--- src/rtl/dual_grant_arbiter.sv ---
// Two-channel arbiter: 12 requesters share service channels A and B; the top two pending requests are granted each cycle.
// Optional rotating priority is enabled with the DUAL_GRANT_RR_EN macro; otherwise priority is fixed 12 > ... > 1.
//
// state | meaning
// IDLE  | channel free, may be allocated this cycle
// GRANT | channel owned by own_x until done_x or withdrawal of req[own_x]
module dual_grant_arbiter (
   input  logic        clk,
   input  logic        reset,
   input  logic [12:1] req,
   input  logic        done_a,
   input  logic        done_b,
   output logic [12:1] grant_a,
   output logic [12:1] grant_b,
   output logic [3:0]  id_a,
   output logic [3:0]  id_b,
   output logic [1:0]  busy
);

   localparam int N = 12;

   typedef enum logic {IDLE = 1'b0, GRANT = 1'b1} state_t;

   state_t      state_a, state_a_nxt, state_b, state_b_nxt;
   logic [3:0]  own_a, own_a_nxt, own_b, own_b_nxt;
   logic [N:1]  cand;
   logic [3:0]  first, second;
   logic        rel_a, rel_b;

   function automatic logic [N:1] onehot(input logic [3:0] i);
      logic [N:1] r;
      r = '0;
      for (int k = 1; k <= N; k++) r[k] = (i == 4'(k));
      return r;
   endfunction

`ifdef DUAL_GRANT_RR_EN
   logic [3:0] ptr, ptr_nxt, last_grant;
`endif

   // grant_x mirrors onehot(own_x), so it doubles as the owner mask
   assign cand = req & ~grant_a & ~grant_b;

   always_comb begin
      int         p;
      logic [3:0] idx;
      p      = 0;
      idx    = '0;
      first  = '0;
      second = '0;
      for (int k = 0; k < N; k++) begin
`ifdef DUAL_GRANT_RR_EN
         p = int'(ptr) - k;
         if (p < 1) p = p + N;
`else
         p = N - k;
`endif
         idx = 4'(p);
         if (cand[idx]) begin
            if (first == 4'd0)       first  = idx;
            else if (second == 4'd0) second = idx;
         end
      end
   end

   always_comb begin
      state_a_nxt = state_a;
      state_b_nxt = state_b;
      own_a_nxt   = own_a;
      own_b_nxt   = own_b;
      rel_a       = (state_a == GRANT) && (done_a || !(|(req & grant_a)));
      rel_b       = (state_b == GRANT) && (done_b || !(|(req & grant_b)));

      case (state_a)
         GRANT:   if (rel_a) begin state_a_nxt = IDLE; own_a_nxt = '0; end
         default: ;
      endcase
      case (state_b)
         GRANT:   if (rel_b) begin state_b_nxt = IDLE; own_b_nxt = '0; end
         default: ;
      endcase

      // allocation looks at the current state only: a channel released this edge waits a cycle
      if (state_a == IDLE && state_b == IDLE) begin
         if (first != 4'd0)  begin state_a_nxt = GRANT; own_a_nxt = first;  end
         if (second != 4'd0) begin state_b_nxt = GRANT; own_b_nxt = second; end
      end else if (state_a == IDLE) begin
         if (first != 4'd0)  begin state_a_nxt = GRANT; own_a_nxt = first;  end
      end else if (state_b == IDLE) begin
         if (first != 4'd0)  begin state_b_nxt = GRANT; own_b_nxt = first;  end
      end
   end

`ifdef DUAL_GRANT_RR_EN
   always_comb begin
      last_grant = '0;
      if (state_a == IDLE && state_b == IDLE)
         last_grant = (second != 4'd0) ? second : first;
      else if (state_a == IDLE || state_b == IDLE)
         last_grant = first;
      ptr_nxt = ptr;
      if (last_grant != 4'd0)
         ptr_nxt = (last_grant == 4'd1) ? 4'd12 : last_grant - 4'd1;
   end

   always_ff @(posedge clk) begin
      if (reset) ptr <= 4'd12;
      else       ptr <= ptr_nxt;
   end
`endif

   always_ff @(posedge clk) begin
      if (reset) begin
         state_a <= IDLE;
         state_b <= IDLE;
         own_a   <= '0;
         own_b   <= '0;
         grant_a <= '0;
         grant_b <= '0;
      end else begin
         state_a <= state_a_nxt;
         state_b <= state_b_nxt;
         own_a   <= own_a_nxt;
         own_b   <= own_b_nxt;
         grant_a <= onehot(own_a_nxt);
         grant_b <= onehot(own_b_nxt);
      end
   end

   assign id_a = own_a;
   assign id_b = own_b;
   assign busy = {state_b == GRANT, state_a == GRANT};

endmodule

--- config.mk ---
export PLATFORM = sky130hd
export DESIGN_NAME = dual_grant_arbiter
export DESIGN_NICKNAME = d
export VERILOG_FILES = /design/src/rtl/dual_grant_arbiter.sv
export SDC_FILE = /design/constraint.sdc
export NUM_CORES = 1
export LEC_CHECK = 0
export BUFFER_PORTS_ARGS = -buffer_cell sky130_fd_sc_hd__clkbuf_2
export CORE_ASPECT_RATIO = 0.5
export CORE_MARGIN = 5
export CORE_UTILIZATION = 53
export DETAILED_ROUTE_END_ITERATION = 16
export PLACE_DENSITY = 0.78
export SKIP_CTS_REPAIR_TIMING = 1
export SLEW_MARGIN = 40
export SYNTH_ARGS = -nofsm -noshare
export SYNTH_HDL_FRONTEND = slang
export SYNTH_SLANG_ARGS = --single-unit
--- constraint.sdc ---
create_clock -name clk -period 3.95 [get_ports clk]
set_input_delay 0.79 -clock clk [delete_from_list [all_inputs] [get_ports clk]]
set_output_delay 0.79 -clock clk [all_outputs]
set_load 0.005 [all_outputs]
## After elaboration in Yosys (flattened, before gate mapping)

Cells that the tools add are included.

- Output and inout port bits: 34
- Bits in latches: 0
- Input bits: 16
- Bits in registers: 34
- Memory bits (writable): 0
- Bits in read-only memories: 0
- Word-level logic and storage cells: 149
- Memories kept: 0

- Reductions and logical operators: 32
- Shift operators: 0
- Magnitude comparators: 0
- Equal/unequal tests: 24
- Bitwise logic cells: 8
- Div/mod/pow operators: 0
- $add $sub $neg: 0
- Mux-type cells: 79
- Multipliers: 0

Operator list:

| cell | count |
|---|---|
| 4-bit 2-to-1 mux | 67 |
| 4-bit zero test | 21 |
| 12-bit AND | 4 |
| 4-bit equality test, second input constant | 10 |
| 4-bit by 3-bit equality test with 1-bit output, second input constant | 8 |
| 12-bit inverter | 2 |
| 12-bit OR reduction | 2 |
| 4-bit by 2-bit equality test with 1-bit output, second input constant | 4 |
| 1-bit 2-to-1 mux | 12 |
| 4-bit by 1-bit equality test with 1-bit output, second input constant | 2 |
| 4-bit nonzero test | 2 |
| 1-bit logical AND | 3 |
| 1-bit zero test | 2 |
| 1-bit logical OR | 2 |
| 1-bit inverter | 2 |

## Logic depth before layout (Yosys ltp)

Gate-level depths: netlist of the first run.

- Depth after elaboration: 51
- Depth in mapped cells: 10

## Least setup slack after synthesis of the first run

Ideal clock, no wire load.

- Path kind: input to register
- Start point: input req[12] in the netlist's numbering
- End point: register grant_b[2] in the netlist's numbering
- Path slack: 0.855 ns
- Library setup time: 0.087 ns
- Cell stages on the path: 9
- Arrival: 3.008 ns
- Buffers on the path: 2
- Path through: or3b_1 > buf_6 > maj3_2 > a21oi_2 > nor3_1 > or4_1 > or3_1 > buf_4 > nor4b_4

- Word-level cells in the longest chain between the ends: 50
- Elaborated cells on any way between the ends: 93

Ends and longest elaborated chain:

| element | RTL line | RTL |
|---|---|---|
| start: declaration | 10 | `input logic [12:1] req,` |
| 12-bit AND (2 in series) | 42 | `assign cand = req & ~grant_a & ~grant_b;` |
| 4-bit 2-to-1 mux | 59 | `if (cand[idx]) begin` |
| 4-bit zero test | 60 | `if (first == 4'd0) first = idx;` |
| 4-bit 2-to-1 mux | 60 |  |
| 4-bit 2-to-1 mux | 59 |  |
| 4-bit zero test | 61 | `else if (second == 4'd0) second = idx;` |
| 4-bit 2-to-1 mux | 61 |  |
| 4-bit 2-to-1 mux | 60 |  |
| (+33 left out) | - |  |
| 4-bit zero test | 61 |  |
| 4-bit 2-to-1 mux | 61 |  |
| 4-bit 2-to-1 mux | 60 |  |
| 4-bit 2-to-1 mux | 59 |  |
| 4-bit nonzero test | 86 | `if (second != 4'd0) begin state_b_nxt = GRANT; own_b_nxt = second; end` |
| 4-bit 2-to-1 mux | 86 |  |
| 4-bit 2-to-1 mux * | 84 | `if (state_a == IDLE && state_b == IDLE) begin` |
| 4-bit by 2-bit equality test with 1-bit output * | 33 | `for (int k = 1; k <= N; k++) r[k] = (i == 4'(k));` |
| end signal: assignment | 126 | `grant_b <= onehot(own_b_nxt);` |
| end: declaration | 14 | `output logic [12:1] grant_b,` |

Every way passes the cells marked *; elsewhere a longest branch is shown, timed or not.
A chain may end at the register's enable or synchronous reset.

## Final worst setup path of the first run

- Start point: input req[12] in the netlist's numbering
- End point: register grant_b[1] in the netlist's numbering

- Word-level cells in the longest chain between the ends: 50
- Elaborated cells on any way between the ends: 93

Ends and longest elaborated chain:

| element | RTL line |
|---|---|
| 12-bit AND (2 in series) | 42 |
| 4-bit 2-to-1 mux | 59 |
| 4-bit zero test | 60 |
| 4-bit 2-to-1 mux | 60 |
| 4-bit 2-to-1 mux | 59 |
| 4-bit zero test | 61 |
| 4-bit 2-to-1 mux | 61 |
| 4-bit 2-to-1 mux | 60 |
| (+33 left out) | - |
| 4-bit zero test | 61 |
| 4-bit 2-to-1 mux | 61 |
| 4-bit 2-to-1 mux | 60 |
| 4-bit 2-to-1 mux | 59 |
| 4-bit nonzero test | 86 |
| 4-bit 2-to-1 mux | 86 |
| 4-bit 2-to-1 mux * | 84 |
| 4-bit by 1-bit equality test with 1-bit output * | 33 |

Marked as above.

==> flow_summary.ini, run 1 <==
[critical_path]
crit_arrival_ps = 3630
crit_family = compound AO/OA/AOI/OAI gates
critical_path.startpoint = req[12]
rr_worst_depth = 8
max_stage_delay_ps = 520
reg2reg_to = grant_b[1]
cp_num_buf_inv = 1
cp-end-kind = register
crit_chain = clkbuf_2 > or3b_1 > maj3_2 > a21oi_1 > a2bb2oi_1 > o211ai_1 > a31oi_1 > o22a_1 > and4b_1
reg2reg_from = grant_a[12]
cp-start-kind = primary input
critPathSlowestCell = or3b_1
crit_type = primary input to register
worstPathRequired_ps = 4170
crit_fanout = 9
r2r_slack_ps = 770

[hold_path]
hold-path-cell-count = 2
min_path_type = register to register
hold_path_startpoint = id_a[3]
min_to = id_a[3]

[yosys]
netlist_top_cells_area = dfxtp_1 33%, nor2_1 5.5%, or3b_1 4.3%, nor3b_1 4.0%, nand2_1 3.3%
async_flop_share = 0
avgSynthCellArea_um2 = 8.26
synth_fp_nets = 265
synth_ff_type = dfxtp_1
syn-cell-area_um2 = 2060
ys_warn_count = 0
syn_inst = 249
ys_ff_latch = 34
yosysTopAreaCellShare = 0.331
synth_edf_count = 0
ys_seq_area_frac = 0.331
post-synth-top-area-cell = dfxtp_1
synthDistinctLibCells = 56

[global_route]
antenna_found_initial = 0
grt_pass1_wl_um = 11000
track_usage = 0.267
grt_pass1_vias = 2155
grt_max_degree = 17
gr-total-overflow = 0

[timing]
timing_hold_violations_final = 0
setup_viol = 0
relSlewSlack = 0.508
skew_ps = 2.11
min_period_ps = 3410
maxSlewViolCount = 0
finalSetupTns_ps = 0
fmax_mhz = 294
worstMarginPinSlew_ps = 732
grt_setup_unrepaired = false
fin_crit_sh = 0.862
layout_setup_ws_ps = 544

[cells_and_area]
regArea_um2 = 681
multi_input_area_um2 = 1300
area_delta_synth_final_pct = 19.2
finalNetCount = 312
layout.cells.non_filler = 350
n_antenna_cell = 0
drive_gt1_frac = 0.243
nFillCells = 335

[detailed_routing]
initialDrtViolationCount = 188
post_drt_wl_per_cell_um = 19.7
firstDrtPassIters = 4
routed_via_density = 6.64
via_count = 2323
wl_um = 6890
drc = 0
ant_nets = 0

[floorplanning]
die_h_um = 54.1
die-area_um2 = 5300
fp-row-count = 16
die_x_um = 98.1
core_area_um2 = 3820
initial_core_util = 0.538
ios = 50

[place]
dp_hpwl_um = 5350
place_ws_ps = 364
dp.cells = 343
gp_congestion = 1.09
port-buffer-count = 49

[flow_run]
maxCapViolations = 0

[clock_network]
cts_max_level = 2
cts_max_path_buffers = 2
clk_pin_slew_ps = 60
clkSinkCount = 34
cts_buffers = 5
tritoncts = done
cts_root_buffer = clkbuf_8
clock_latency_ps = 280

[pwr]
p_per_area_nw_per_um2 = 412
power.leakage_nw = 0.984
peakVddDrop_mv = 0.326
power_mw = 1.01

[outcome]
outcome = finished, final reports clean
-- worst max path at each step --
stage,endpoint,slack (ps),depth (start not counted)
2_1_floorplan,grant_b[2],850,9
3_3_place_gp,grant_b[7],400,9
3_5_place_dp,grant_b[1],360,9
4_1_cts,grant_b[1],650,9
5_1_grt,grant_b[3],270,9
6_report,grant_b[1],540,9
-- placed cells by master, fill, tap and decap left out, types with 6 or more instances in the layout --
master,instances
dfxtp_1,34
a22o_1,7
clkbuf_2,49
nor2_1,30
nand2_1,18
o21ai_0,7
a221oi_1,6
nor3b_1,11
nand3_1,11
clkbuf_8,6
nor3_1,8
o211ai_1,7
or3b_1,10
a21oi_1,12
-- layout make-up --
class / count / share of cell area
clock inverters: 1 / 0.0122
flip-flops and latches: 34 / 0.278
well taps: 54 / 0.0276
inverters: 5 / 0.00765
clock buffers: 6 / 0.0337
multi-input cells: 197 / 0.529
repair buffers: 53 / 0.112
-- cell families (layout without fill, tap and decap cells) --
family | count (synthesis) | after routing | share of synthesized area
AOI/OAI and AO/OA | 74 | 74 | 0.263
xor gates and xnor gates | 1 | 1 | 0.00426
adders and majority gates | 1 | 1 | 0.00547
buffers and inverters | 18 | 65 | 0.0438
DFF | 34 | 34 | 0.331
and+or+nand+nor | 121 | 121 | 0.352
-- stage by stage --
step,cell area (µm²),hold slack (ps),util
2_1_floorplan,2060,532,-
3_3_place_gp,2330,549,0.609
3_5_place_dp,2340,574,0.612
4_1_cts,2450,587,0.641
5_1_grt,2450,637,0.641
6_report,2450,581,0.641
-- per-layer routing --
layer | track usage | part of all wire
met1 | 0.351 | 0.42
met2 | 0.431 | 0.44
met3 | 0.0815 | 0.12
met4 | 0.0782 | 0.013
met5 | 0 | 0
-- registers in the layout (all words and copies together) (netlist names) --
register	flops
id_b	4
grant_b	12
state_a	1
id_a	4
state_b	1
grant_a	12
-- synth_stat cells, types with 3 or more instances --
| library cell | n |
|---|---|
| dfxtp_1 | 34 |
| nor2_1 | 30 |
| nand2_1 | 18 |
| a21oi_1 | 12 |
| nand3_1 | 11 |
| nor3b_1 | 11 |
| or3b_1 | 10 |
| nor3_1 | 8 |
| a22o_1 | 7 |
| o211ai_1 | 7 |
| o21ai_0 | 7 |
| a221oi_1 | 6 |
| clkbuf_1 | 6 |
| a31oi_1 | 5 |
| inv_1 | 5 |
| nand4_1 | 5 |
| nor4_1 | 4 |
| buf_2 | 3 |
| buf_4 | 3 |
| nor4b_1 | 3 |
| o21ai_1 | 3 |
| or3_1 | 3 |
| or3b_2 | 3 |
-- worst register-to-register path, cell delays in order, from the launching register on --
cell	delay, ps
dfxtp_1	350
or3b_1	550
maj3_2	430
a21oi_1	170
a2bb2oi_1	420
o211ai_1	180
a31oi_1	320
o22a_1	450
and4b_1	240
-- report_power, final --
group | switching (mW) | internal, mW
Clock | 0.117 | 0.202
Sequential | 0.0331 | 0.366
Combinational | 0.182 | 0.111
Power figures use the tool's default switching activity.
==> inputs of run 2 (changes only) <==
==> constraint.sdc (replaced) <==
create_clock -name clk -period 3.95 [get_ports clk]
set_input_delay 0.395 -clock clk [delete_from_list [all_inputs] [get_ports clk]]
set_output_delay 0.395 -clock clk [all_outputs]
set_load 0.005 [all_outputs]
==> run 2 against run 1 <==
Effect of this change:
- combinational power down 2%
- utilization down 0.65 points
- die area unchanged
- final area down 1.0%
- flip-flop and latch count unchanged
- largest power group unchanged
- highest routed layer unchanged
==> flow_summary.ini, run 2 (synthesized netlist as in run 1, its figures left out) <==
[detailed_routing]
met3_length_um = 848
ant_nets = 0
via_count = 2281
initialDrtViolationCount = 151
routed.top_layer = met4
wl_um = 6910
drc = 0
met2_wirelength_um = 2890
post_drt_wl_per_cell_um = 19.8
routed_via_density = 6.54
wl_met1_um = 3080
firstDrtPassIters = 4

[critical_path]
critical_path.startpoint = grant_a[12]
crit_type = register to register
worstPathRequired_ps = 4090
crit_family = simple AND/OR/NAND/NOR gates
cp-start-kind = register
crit_fanout = 9
max_stage_delay_ps = 710
crit_arrival_ps = 3230
reg2reg_from = grant_a[12]
cp_num_buf_inv = 0
cp-end-kind = register
critPathSlowestCell = nor4_2
crit_chain = or3b_1 > nand3_1 > nor4_2 > and2_1 > nand2_1 > a32o_1 > a41oi_1 > nor4_1

[timing]
fin_crit_sh = 0.784
grt_setup_unrepaired = false
timing_hold_violations_final = 0
setup_viol = 0
maxSlewViolCount = 0
fmax_mhz = 323
layout_setup_ws_ps = 855
skew_ps = 6.89
finalSetupTns_ps = 0
worstMarginPinSlew_ps = 725
relSlewSlack = 0.512
min_period_ps = 3100

[clock_network]
clock_latency_ps = 280
clkSinkCount = 34
clk_pin_slew_ps = 80
cts_buffers = 5
cts_max_level = 2
cts_root_buffer = clkbuf_8
cts_max_path_buffers = 2
tritoncts = done

[place]
place_ws_ps = 826
port-buffer-count = 49
gp_congestion = 1.08
dp_hpwl_um = 5540

[global_route]
grt_pass1_vias = 2039
track_usage = 0.265
grt_pass1_wl_um = 10700
gr-total-overflow = 0
grt_max_degree = 17
antenna_found_initial = 0

[cells_and_area]
drive_gt1_frac = 0.241
area_delta_synth_final_pct = 18.0
finalNetCount = 310
final_cell_mix = 49 x clkbuf_2, 34 x dfxtp_1, 30 x nor2_1
n_antenna_cell = 0
top_regs = grant_a (12), grant_b (12)
final_common_cell = clkbuf_2

[floorplanning]
die_h_um = 54.1
die_x_um = 98.1
core_area_um2 = 3820
ios = 50
die-area_um2 = 5300
initial_core_util = 0.538
fp-row-count = 16

[pwr]
power.leakage_nw = 0.965
peakVddDrop_mv = 0.338
p_per_area_nw_per_um2 = 413

[outcome]
outcome = finished, final reports clean

[flow_run]
maxCapViolations = 0

[hold_path]
hold_path_startpoint = reset
min_path_type = primary input to register
## run 2: changes by cell type in the layout (fill, tap and decap cells not counted), sizes merged
cell      delta
clkbuf       -1
clkinvlp     +2
buf          -2
## run 2: area by class of cell
class / instances / area, µm²
repair buffers: 51 / 260
flip-flops and latches: 34 / 681
inverters: 5 / 18.8
multi-input cells: 197 / 1290
clock buffers: 5 / 68.8
clock inverters: 3 / 45.0
well taps: 54 / 67.6
fillers: 352 / 1400
## run 2: worst paths after layout
| kind | slack, ps | depth (start not counted) | endpoint |
|---|---|---|---|
| max | 850 | 8 | grant_b[8] |
| min | 380 | 2 | state_b |
| max reg2reg | 850 | 8 | grant_b[8] |
| min reg2reg | 570 | 2 | id_a[3] |
## run 2: power breakdown
group          internal [mW]  switching [mW]
logic                  0.106           0.179
registers              0.366          0.0330
clock network          0.188           0.130
total                  0.660           0.342
## run 2: per-stage QoR
stage	power, mW	hold WS [ps]	utilization	cell area (µm²)	instances
after floorplan	0.595	464	-	2060	249
after global placement	0.680	542	0.605	2310	341
after detailed placement	0.683	563	0.605	2310	341
after CTS	0.997	382	0.635	2430	349
after global routing	1.05	390	0.635	2430	349
final	1.00	383	0.635	2430	349
## run 2: routing by layer
layer | track usage | vias to the layer above
li1 | - | 1056
met1 | 0.358 | 1075
met2 | 0.399 | 137
met3 | 0.0983 | 13
met4 | 0.0736 | 0
met5 | 0 | -
